### src/rtl/serial_sub.sv
// Bit-serial subtractor: computes A - B - BIN one bit per clock, LSB first,
// through a single full-subtractor cell and a borrow flip-flop.
module serial_sub #(
    parameter int WIDTH = 4
) (
    input  logic             CLK,
    input  logic             RESET_N,
    input  logic             IN_VALID,
    output logic             IN_READY,
    input  logic [WIDTH-1:0] A,
    input  logic [WIDTH-1:0] B,
    input  logic             BIN,
    output logic             OUT_VALID,
    input  logic             OUT_READY,
    output logic [WIDTH-1:0] D,
    output logic             BOUT
);
    localparam int CW = (WIDTH > 1) ? $clog2(WIDTH) : 1;
    localparam logic [CW-1:0] LAST = CW'(WIDTH - 1);

    typedef enum logic [1:0] {IDLE, RUN, DONE} state_t;

    state_t           state, state_nxt;
    logic [WIDTH-1:0] a_sr, b_sr, d_sr, d_shift;
    logic [CW-1:0]    count;
    logic             borrow, bout_q;
    logic             bit_a, bit_b, diff_bit, borrow_nxt;

    // Full-subtractor cell; each new difference bit enters the result at the MSB.
    always_comb begin
        bit_a      = a_sr[0];
        bit_b      = b_sr[0];
        diff_bit   = bit_a ^ bit_b ^ borrow;
        borrow_nxt = (~bit_a & bit_b) | (~(bit_a ^ bit_b) & borrow);
        d_shift    = d_sr >> 1;
        d_shift[WIDTH-1] = diff_bit;
    end

    always_comb begin
        state_nxt = state;
        case (state)
            IDLE:    if (IN_VALID)      state_nxt = RUN;
            RUN:     if (count == LAST) state_nxt = DONE;
            DONE:    if (OUT_READY)     state_nxt = IDLE;
            default:                    state_nxt = IDLE;
        endcase
    end

    always_ff @(posedge CLK or negedge RESET_N) begin
        if (!RESET_N) state <= IDLE;
        else          state <= state_nxt;
    end

    always_ff @(posedge CLK or negedge RESET_N) begin
        if (!RESET_N) begin
            a_sr   <= '0;
            b_sr   <= '0;
            d_sr   <= '0;
            count  <= '0;
            borrow <= 1'b0;
            bout_q <= 1'b0;
        end else begin
            case (state)
                IDLE: if (IN_VALID) begin
                    a_sr   <= A;
                    b_sr   <= B;
                    borrow <= BIN;
                    d_sr   <= '0;
                    count  <= '0;
                    bout_q <= 1'b0;
                end
                RUN: begin
                    a_sr   <= a_sr >> 1;
                    b_sr   <= b_sr >> 1;
                    borrow <= borrow_nxt;
                    d_sr   <= d_shift;
                    count  <= count + CW'(1);
                    if (count == LAST) bout_q <= borrow_nxt;
                end
                default: ;
            endcase
        end
    end

    // Handshake flags come straight from state so no input reaches an output.
    assign IN_READY  = (state == IDLE);
    assign OUT_VALID = (state == DONE);
    assign D         = d_sr;
    assign BOUT      = bout_q;

endmodule

### config.mk
export PLATFORM = sky130hd
export DESIGN_NAME = serial_sub
export DESIGN_NICKNAME = d
export VERILOG_FILES = /design/src/rtl/serial_sub.sv
export SDC_FILE = /design/constraint.sdc
export NUM_CORES = 1
export LEC_CHECK = 0
export ABC_AREA = 1
export CORE_MARGIN = 1.5
export CORE_UTILIZATION = 33
export DETAILED_ROUTE_END_ITERATION = 16
export PLACE_DENSITY = 0.62
export SLEW_MARGIN = 20
export SYNTH_ARGS = -nofsm -noshare
export SYNTH_HDL_FRONTEND = slang
export SYNTH_SLANG_ARGS = --single-unit
### constraint.sdc
create_clock -name CLK -period 2.1 [get_ports CLK]
set_input_delay 0.315 -clock CLK [delete_from_list [all_inputs] [get_ports CLK]]
set_output_delay 0.315 -clock CLK [all_outputs]
set_load 0.01 [all_outputs]
# [Word-level counts from Yosys, hierarchy flattened]
# Cells that the tools add are included.
[word_totals] out_inout_bits=7 memories=0 register_bits=18 latchBits=0 rom_bits=0 ramBits=0
[classes] reduce_logical=5 addsub=1 order_cmp=0 bitwise=7 mux=17 n_eq_ne=6 div=0 mul=0 n_shift=0
[ops] operator="$pmux W4 S2" n=3
[ops] operator="$mux W4" n=3
[ops] operator="$mux W2" n=4
[ops] operator="$pmux W2 S3" n=1
[ops] operator="$reduce_and A3 Y1" n=2
[ops] operator="$eq A2 B2 Y1 const B" n=2
[ops] operator="$ne A2 B2 Y1 const B" n=2
[ops] operator="$pmux W1 S2" n=2
[ops] operator="$pmux W2 S2" n=1
[ops] operator="$mux W1" n=3
[ops] operator="$add A2 B1 Y2 const B" n=1
[ops] operator="$and A1 B1 Y1" n=2
[ops] operator="$eq A2 B1 Y1 const B" n=1
[ops] operator="$logic_not A2 Y1" n=1
[ops] operator="$ne A2 B1 Y1 const B" n=1
[ops] operator="$not A1 Y1" n=2
[ops] operator="$reduce_and A2 Y1" n=1
[ops] operator="$reduce_bool A2 Y1" n=1
[ops] operator="$xor A1 B1 Y1" n=2
[ops] operator="$or A1 B1 Y1" n=1

# [Logic depth before layout (Yosys ltp)]
# Gate-level depths: netlist of the first run.
[logic_depth] depth_word=6 ltp_mapped=7 depth_no_buf=7

# [Least setup slack after synthesis of the first run]
# OpenSTA, ideal clock, no wires.
[synth_timing] kind="flip-flop to flip-flop" from="register a_sr[0]" to="register borrow" slack_ns=0.977 path_stages_with_launch=7 n_path_buf=0 setup_ns=0.065 t_arrival_ns=1.058 required_time_ns=2.035 path_cell_list="dfrtp_1 > fa_1 > inv_1 > nand3_1 > nand2_1 > nand2_1 > nand2_1"
[synth_via] elab_chain_len=5 word_cells_on_any_way=7 cone_classes="1 x mux; 6 x bitwise"
[synth_lines] item="start, declared" line_no="24" text="logic [WIDTH-1:0] a_sr, b_sr, d_sr, d_shift;"
[synth_lines] item="start signal, assigned" line_no="73" text="a_sr <= a_sr >> 1;"
[synth_lines] item="$xor A1 B1 Y1" line_no="34" text="borrow_nxt = (~bit_a & bit_b) | (~(bit_a ^ bit_b) & borrow);"
[synth_lines] item="$not A1 Y1" line_no="34"
[synth_lines] item="$and A1 B1 Y1" line_no="34"
[synth_lines] item="$or A1 B1 Y1 *" line_no="34"
[synth_lines] item="$pmux W1 S2 *" line_no="63" text="case (state)"
[synth_lines] item="end signal, assigned" line_no="75" text="borrow <= borrow_nxt;"
[synth_lines] item="end, declared" line_no="26" text="logic borrow, bout_q;"
# Every way passes the cells marked *; elsewhere a longest branch is shown, timed or not.
# A chain may end at the register's enable or synchronous reset.

# [Worst setup path after layout of the first run]
[layout_timing] from="register state[0]" to="output port IN_READY"
[layout_via] elab_chain_len=1
[layout_lines] item="start, declared" line_no="23" text="state_t state, state_nxt;"
[layout_lines] item="start signal, assigned" line_no="51" text="else state <= state_nxt;"
[layout_lines] item="$logic_not A2 Y1" line_no="86" text="assign IN_READY = (state == IDLE);"
[layout_lines] item="end, declared" line_no="9" text="output logic IN_READY,"
# No other way between the ends.

==> results of run 1 <==
==> per-stage QoR <==
step | cell area (um2) | worst slack [ns] | total power [mW] | hold WS, ns | utilization
2_1_floorplan | 859.6 | 0.9770 | 1.110 | 0.01941 | -
3_3_place_gp | 1080 | 0.5333 | 1.348 | 0.4577 | 0.4359
6_report | 1116 | 0.1951 | 1.561 | 0.3382 | 0.4505
5_1_grt | 1116 | 0.1206 | 1.736 | 0.3731 | 0.4505
4_1_cts | 1116 | 0.1889 | 1.580 | 0.3472 | 0.4505
3_5_place_dp | 1080 | 0.5269 | 1.357 | 0.4624 | 0.4359
==> cells by family (layout without fill, tap and decap cells) <==
group           count (synthesis)  after routing  share of synthesized area
buf+inv                        10             33                    0.06695
simple gates                   72             72                     0.3319
compound gates                  4              4                    0.03931
flops                          18             18                     0.5240
fa+ha+maj                       2              2                    0.03784
==> final timing paths <==
check / start / end / slack (ns) / depth (start not counted)
worst min register to register: D[0] / D[0] / 0.49 / 2
worst min-delay path: RESET_N / b_sr[2] / 0.34 / 2
worst max register to register: state[0] / a_sr[0] / 0.85 / 5
min in group CLK: D[0] / D[0] / 0.49 / 2
max in group asynchronous: RESET_N / count[1] / 1.57 / 2
worst max-delay path: state[0] / IN_READY / 0.20 / 2
==> power by group through the flow <==
stage | registers (mW) | clock network [mW] | logic, mW
finish | 0.619 | 0.215 | 0.727
global placement | 0.623 | 0 | 0.725
detailed placement | 0.628 | 0 | 0.729
CTS | 0.621 | 0.222 | 0.738
global route | 0.640 | 0.240 | 0.856
floorplan | 0.606 | 0 | 0.504
==> final cells by class <==
cell class / count / share of cell area
repair buffers: 22 / 0.1906
inverters: 7 / 0.02466
multi-input cells: 78 / 0.3150
flip-flops and latches: 18 / 0.4036
well taps: 30 / 0.03363
clock buffers: 4 / 0.03251
==> per-layer routing <==
layer	vias up	global-route usage
li1	374	-
met1	335	0.1823
met2	17	0.2419
met3	4	0.02500
met4	0	0.09167
met5	-	0
==> placed cells by master (no fill, tap or decap) <==
| cell | instances |
|---|---|
| nand2_2 | 1 |
| nand2_1 | 59 |
| clkdlybuf4s50_1 | 19 |
| o21ai_0 | 2 |
| clkbuf_8 | 1 |
| ha_1 | 1 |
| dfrtp_1 | 18 |
| clkbuf_4 | 3 |
| nor2_1 | 2 |
| nand3_1 | 10 |
| clkinv_2 | 1 |
| o31ai_1 | 1 |
| o21ai_4 | 1 |
| fa_1 | 1 |
| inv_1 | 6 |
| buf_4 | 3 |
==> sequential cells by signal, summed over array words and instances (netlist names) <==
signal,count
D,4
state,2
borrow,1
count,2
a_sr,4
b_sr,4
BOUT,1
==> impl_metrics.toml, run 1 <==
[run_status]
status = "finished, final reports clean"

[drt]
wire_per_inst_um = 11.28
wl_met1_um = 888
routed_wl_um = 1793
drt_iter0_drc = 6
dr_wl_met3_um = 73
viasPerCell = 4.591
vias = 730
top_layer = "met4"
ant_nets = 0
drtPass1Iterations = 4
drc = 0
wl_met2_um = 796

[min_path]
hold_path.class = "input port to async pin"

[synth]
yosysUniqueCellTypes = 14
synthTopCellsByArea = "dfrtp_1 52%, nand2_1 26%, nand3_1 5.8%, buf_6 2.6%, inv_1 2.6%"
synth.most_common_cell = "nand2_1"
postSynthAreaPerCell_um2 = 8.109
syn_inst = 106
mappedNetlistNets = 121
ys_dominant_reg_cell = "dfrtp_1"
syn_area_um2 = 859.6
synth_edf_count = 0
yosysSeqAreaShare = 0.5240
ys_ff_latch = 18
synthArstFlopShare = 1.000
synth_top_area_cell = "dfrtp_1"
yosysTopAreaCellShare = 0.5240
synth_common_cells = "59 x nand2_1, 18 x dfrtp_1, 10 x nand3_1, 6 x inv_1"
yosys_warnings = 0

[cells_and_area]
seq_area_um2 = 450.4
nNetsFinal = 145
syn2layout_area_growth_pct = 29.84
diodes = 0
fill_cells = 257
drive_gt1_frac = 0.07752
multiInputGateArea_um2 = 351.6
final_cells = 159

[worst_setup_path]
path_class = "register to output port"
slowest_delay_ns = 0.55
end_kind = "output port"
critPathBufInv = 1
cpMaxStageDelayCell = "dfrtp_1"
critPathMaxFanout = 13
cp.arrival_ns = 1.59
critPathTopFamily = "flip-flops"
cp.required_ns = 1.78
start_kind = "register"
crit_chain = "nor2_1 > clkdlybuf4s50_1"

[timing]
rsz0062_at_grt = "no"
worst_pin_slew_ns = 0.4532
finalSetupViolCount = 0
hold_viol = 0
final.setup.tns_ns = 0
skew_ns = 0.005041
post-route-period-util = 0.9071
fmax_mhz = 525.0
min_period_ns = 1.905
relSlewSlack = 0.6979
final_max_slew_viol_count = 0

[grt]
track_usage = 0.1486
grt_max_degree = 19
grt_pass1_vias = 736
grt_pass1_wl_um = 3049
antenna_found_initial = 0
grt_overflow = 0

[clocking]
clock-sinks = 18
clockRootBuffer = "clkbuf_4"
postCtsHoldBufs = 0
clk_latency_ns = 0.30
cts_tree = "yes"
h-tree-depth = 1
cts.path.max_buffers = 2
cts_setup_buffers = 0
cts_resized = 0
numCtsBuffers = 3
clk_pin_slew_ns = 0.11

[pwr]
internal-power_mw = 0.9144
seqPwrFrac = 0.396
power_frac_comb = 0.466
power.density_nw_per_um2 = 1399
p_clk_frac = 0.138
switching_power_mw = 0.6466
p_leak_nw = 0.5899
switching_share = 0.4142
ir_worst_vdd_v = 0.0006876

[flow_run]
max_cap_violations = 0

[floorplanning]
die_y_um = 54.04
fp.dieW_um = 54.04
rows = 18
die_area_um2 = 2920
core_area_um2 = 2477
start_util = 0.3470
io_pins = 20

[place]
place.gp.congestion = 0.7395
dp_hpwl_um = 1247
port-buffer-count = 19
place_inst = 155
No activity file was read; power rests on OpenSTA's default activity.
==> run 2, diff against run 1 <==
- CTS_BUF_LIST: default -> sky130_fd_sc_hd__clkbuf_8
- SETUP_SLACK_MARGIN: default -> 0.3
==> impl_metrics.toml, run 2 (synthesis gave the netlist of run 1 again) <==
[clocking]
cts_tree = "yes"
clock-sinks = 18
h-tree-depth = 1
clk_pin_slew_ns = 0.07
clk_latency_ns = 0.25
clockRootBuffer = "clkbuf_8"
numCtsBuffers = 3
cts.path.max_buffers = 2

[pwr]
p_leak_nw = 0.6109
power.total_mw = 1.670
p_clk_frac = 0.167
switching_share = 0.3920
seqPwrFrac = 0.358
ir_worst_vdd_v = 0.0007271
power_frac_comb = 0.475
switching_power_mw = 0.6546
internal-power_mw = 1.015
power.density_nw_per_um2 = 1441

[timing]
skew_ns = 0.003317
final_max_slew_viol_count = 0
hold_viol = 0
min_period_ns = 1.673
relSlewSlack = 0.8462
final.setup.tns_ns = 0
worst_pin_slew_ns = 0.2307
rsz0062_at_grt = "no"
post-route-period-util = 0.7967
finalSetupViolCount = 0
fmax_mhz = 597.7

[cells_and_area]
final_common_cell = "nand2_1"
drive_gt1_frac = 0.1061
nNetsFinal = 148
diodes = 0
syn2layout_area_growth_pct = 34.79
final_cell_mix = "59 x nand2_1, 19 x clkdlybuf4s50_1, 17 x dfrtp_1, 10 x nand3_1"

[grt]
track_usage = 0.1509
grt_pass1_wl_um = 3049
grt_pass1_vias = 728
antenna_found_initial = 0
grt_overflow = 0
grt_max_degree = 19

[drt]
drtPass1Iterations = 4
wire_per_inst_um = 11.15
drc = 0
vias = 739
ant_nets = 0
viasPerCell = 4.562
routed_wl_um = 1807
drt_iter0_drc = 5

[worst_setup_path]
end_kind = "output port"
critPathMaxFanout = 6
cp.required_ns = 1.78
cpMaxStageDelayCell = "clkdlybuf4s50_1"
cp.arrival_ns = 1.36
path_class = "register to output port"
slowest_delay_ns = 0.55
start_kind = "register"
crit_chain = "nor2_1 > clkdlybuf4s50_1"

[floorplanning]
core_area_um2 = 2477
rows = 18
fp.dieW_um = 54.04
io_pins = 20
start_util = 0.3470
die_area_um2 = 2920
die_y_um = 54.04

[place]
dp_hpwl_um = 1247
port-buffer-count = 19
place.gp.congestion = 0.7395

[run_status]
status = "finished, final reports clean"

[min_path]
hold_path.class = "input port to async pin"

[flow_run]
max_cap_violations = 0
run 2: power groups by stage:
| stage | logic, mW | clock network (mW) | registers [mW] |
|---|---|---|---|
| finish | 0.793 | 0.279 | 0.598 |
| global route | 0.927 | 0.305 | 0.618 |
| CTS | 0.738 | 0.291 | 0.624 |
| detailed placement | 0.729 | 0 | 0.628 |
| global placement | 0.725 | 0 | 0.623 |
| floorplan | 0.504 | 0 | 0.606 |
run 2: timing repair:
| action | CTS | global route |
|---|---|---|
| resized for setup | 1 | 0 |
| buffers inserted | 0 | 3 |
| setup endpoints to repair | 2 | 1 |
| hold buffers | 0 | 0 |
run 2: final timing paths:
| path | from | endpoint | slack [ns] | depth (start not counted) |
|---|---|---|---|---|
| min in group CLK | D[0] | D[0] | 0.48 | 2 |
| hold reg to reg | D[0] | D[0] | 0.48 | 2 |
| setup reg to reg | a_sr[0] | borrow | 0.88 | 6 |
| max in group asynchronous | RESET_N | state[0] | 1.50 | 2 |
| setup / recovery | state[0] | IN_READY | 0.43 | 2 |
| hold / removal | RESET_N | b_sr[2] | 0.39 | 2 |
run 2: final cells by class:
| class | instances | area [um2] |
|---|---|---|
| clock buffer | 4 | 55.05 |
| sequential | 18 | 451.7 |
| inverter | 7 | 27.53 |
| fill | 252 | 1319 |
| multi-input combinational | 78 | 351.6 |
| timing repair buffer | 25 | 235.2 |
| tap | 30 | 37.54 |
run 2: critical path: cells and delay by family, from the launching register on:
family        cells  cell delay (ns)
buf+inv           1             0.55
simple gates      1             0.12
flops             1             0.44
run 2: per-stage QoR:
stage / hold WS (ns) / std cells / area, um2 / setup WS (ns) / utilization
3_3_place_gp: 0.4577 / 155 / 1080 / 0.5333 / 0.4359
5_1_grt: 0.4340 / 162 / 1159 / 0.3767 / 0.4677
6_report: 0.3935 / 162 / 1159 / 0.4268 / 0.4677
2_1_floorplan: 0.01941 / 106 / 859.6 / 0.9770 / -
3_5_place_dp: 0.4624 / 155 / 1080 / 0.5269 / 0.4359
4_1_cts: 0.3980 / 159 / 1136 / 0.3213 / 0.4586
run 2: metal layers:
metal,track usage,wire [um],up-vias
met5,0,0,-
met4,0.1167,50,0
met3,0.02500,69,4
met2,0.2398,800,17
met1,0.1806,887,339
li1,-,-,379
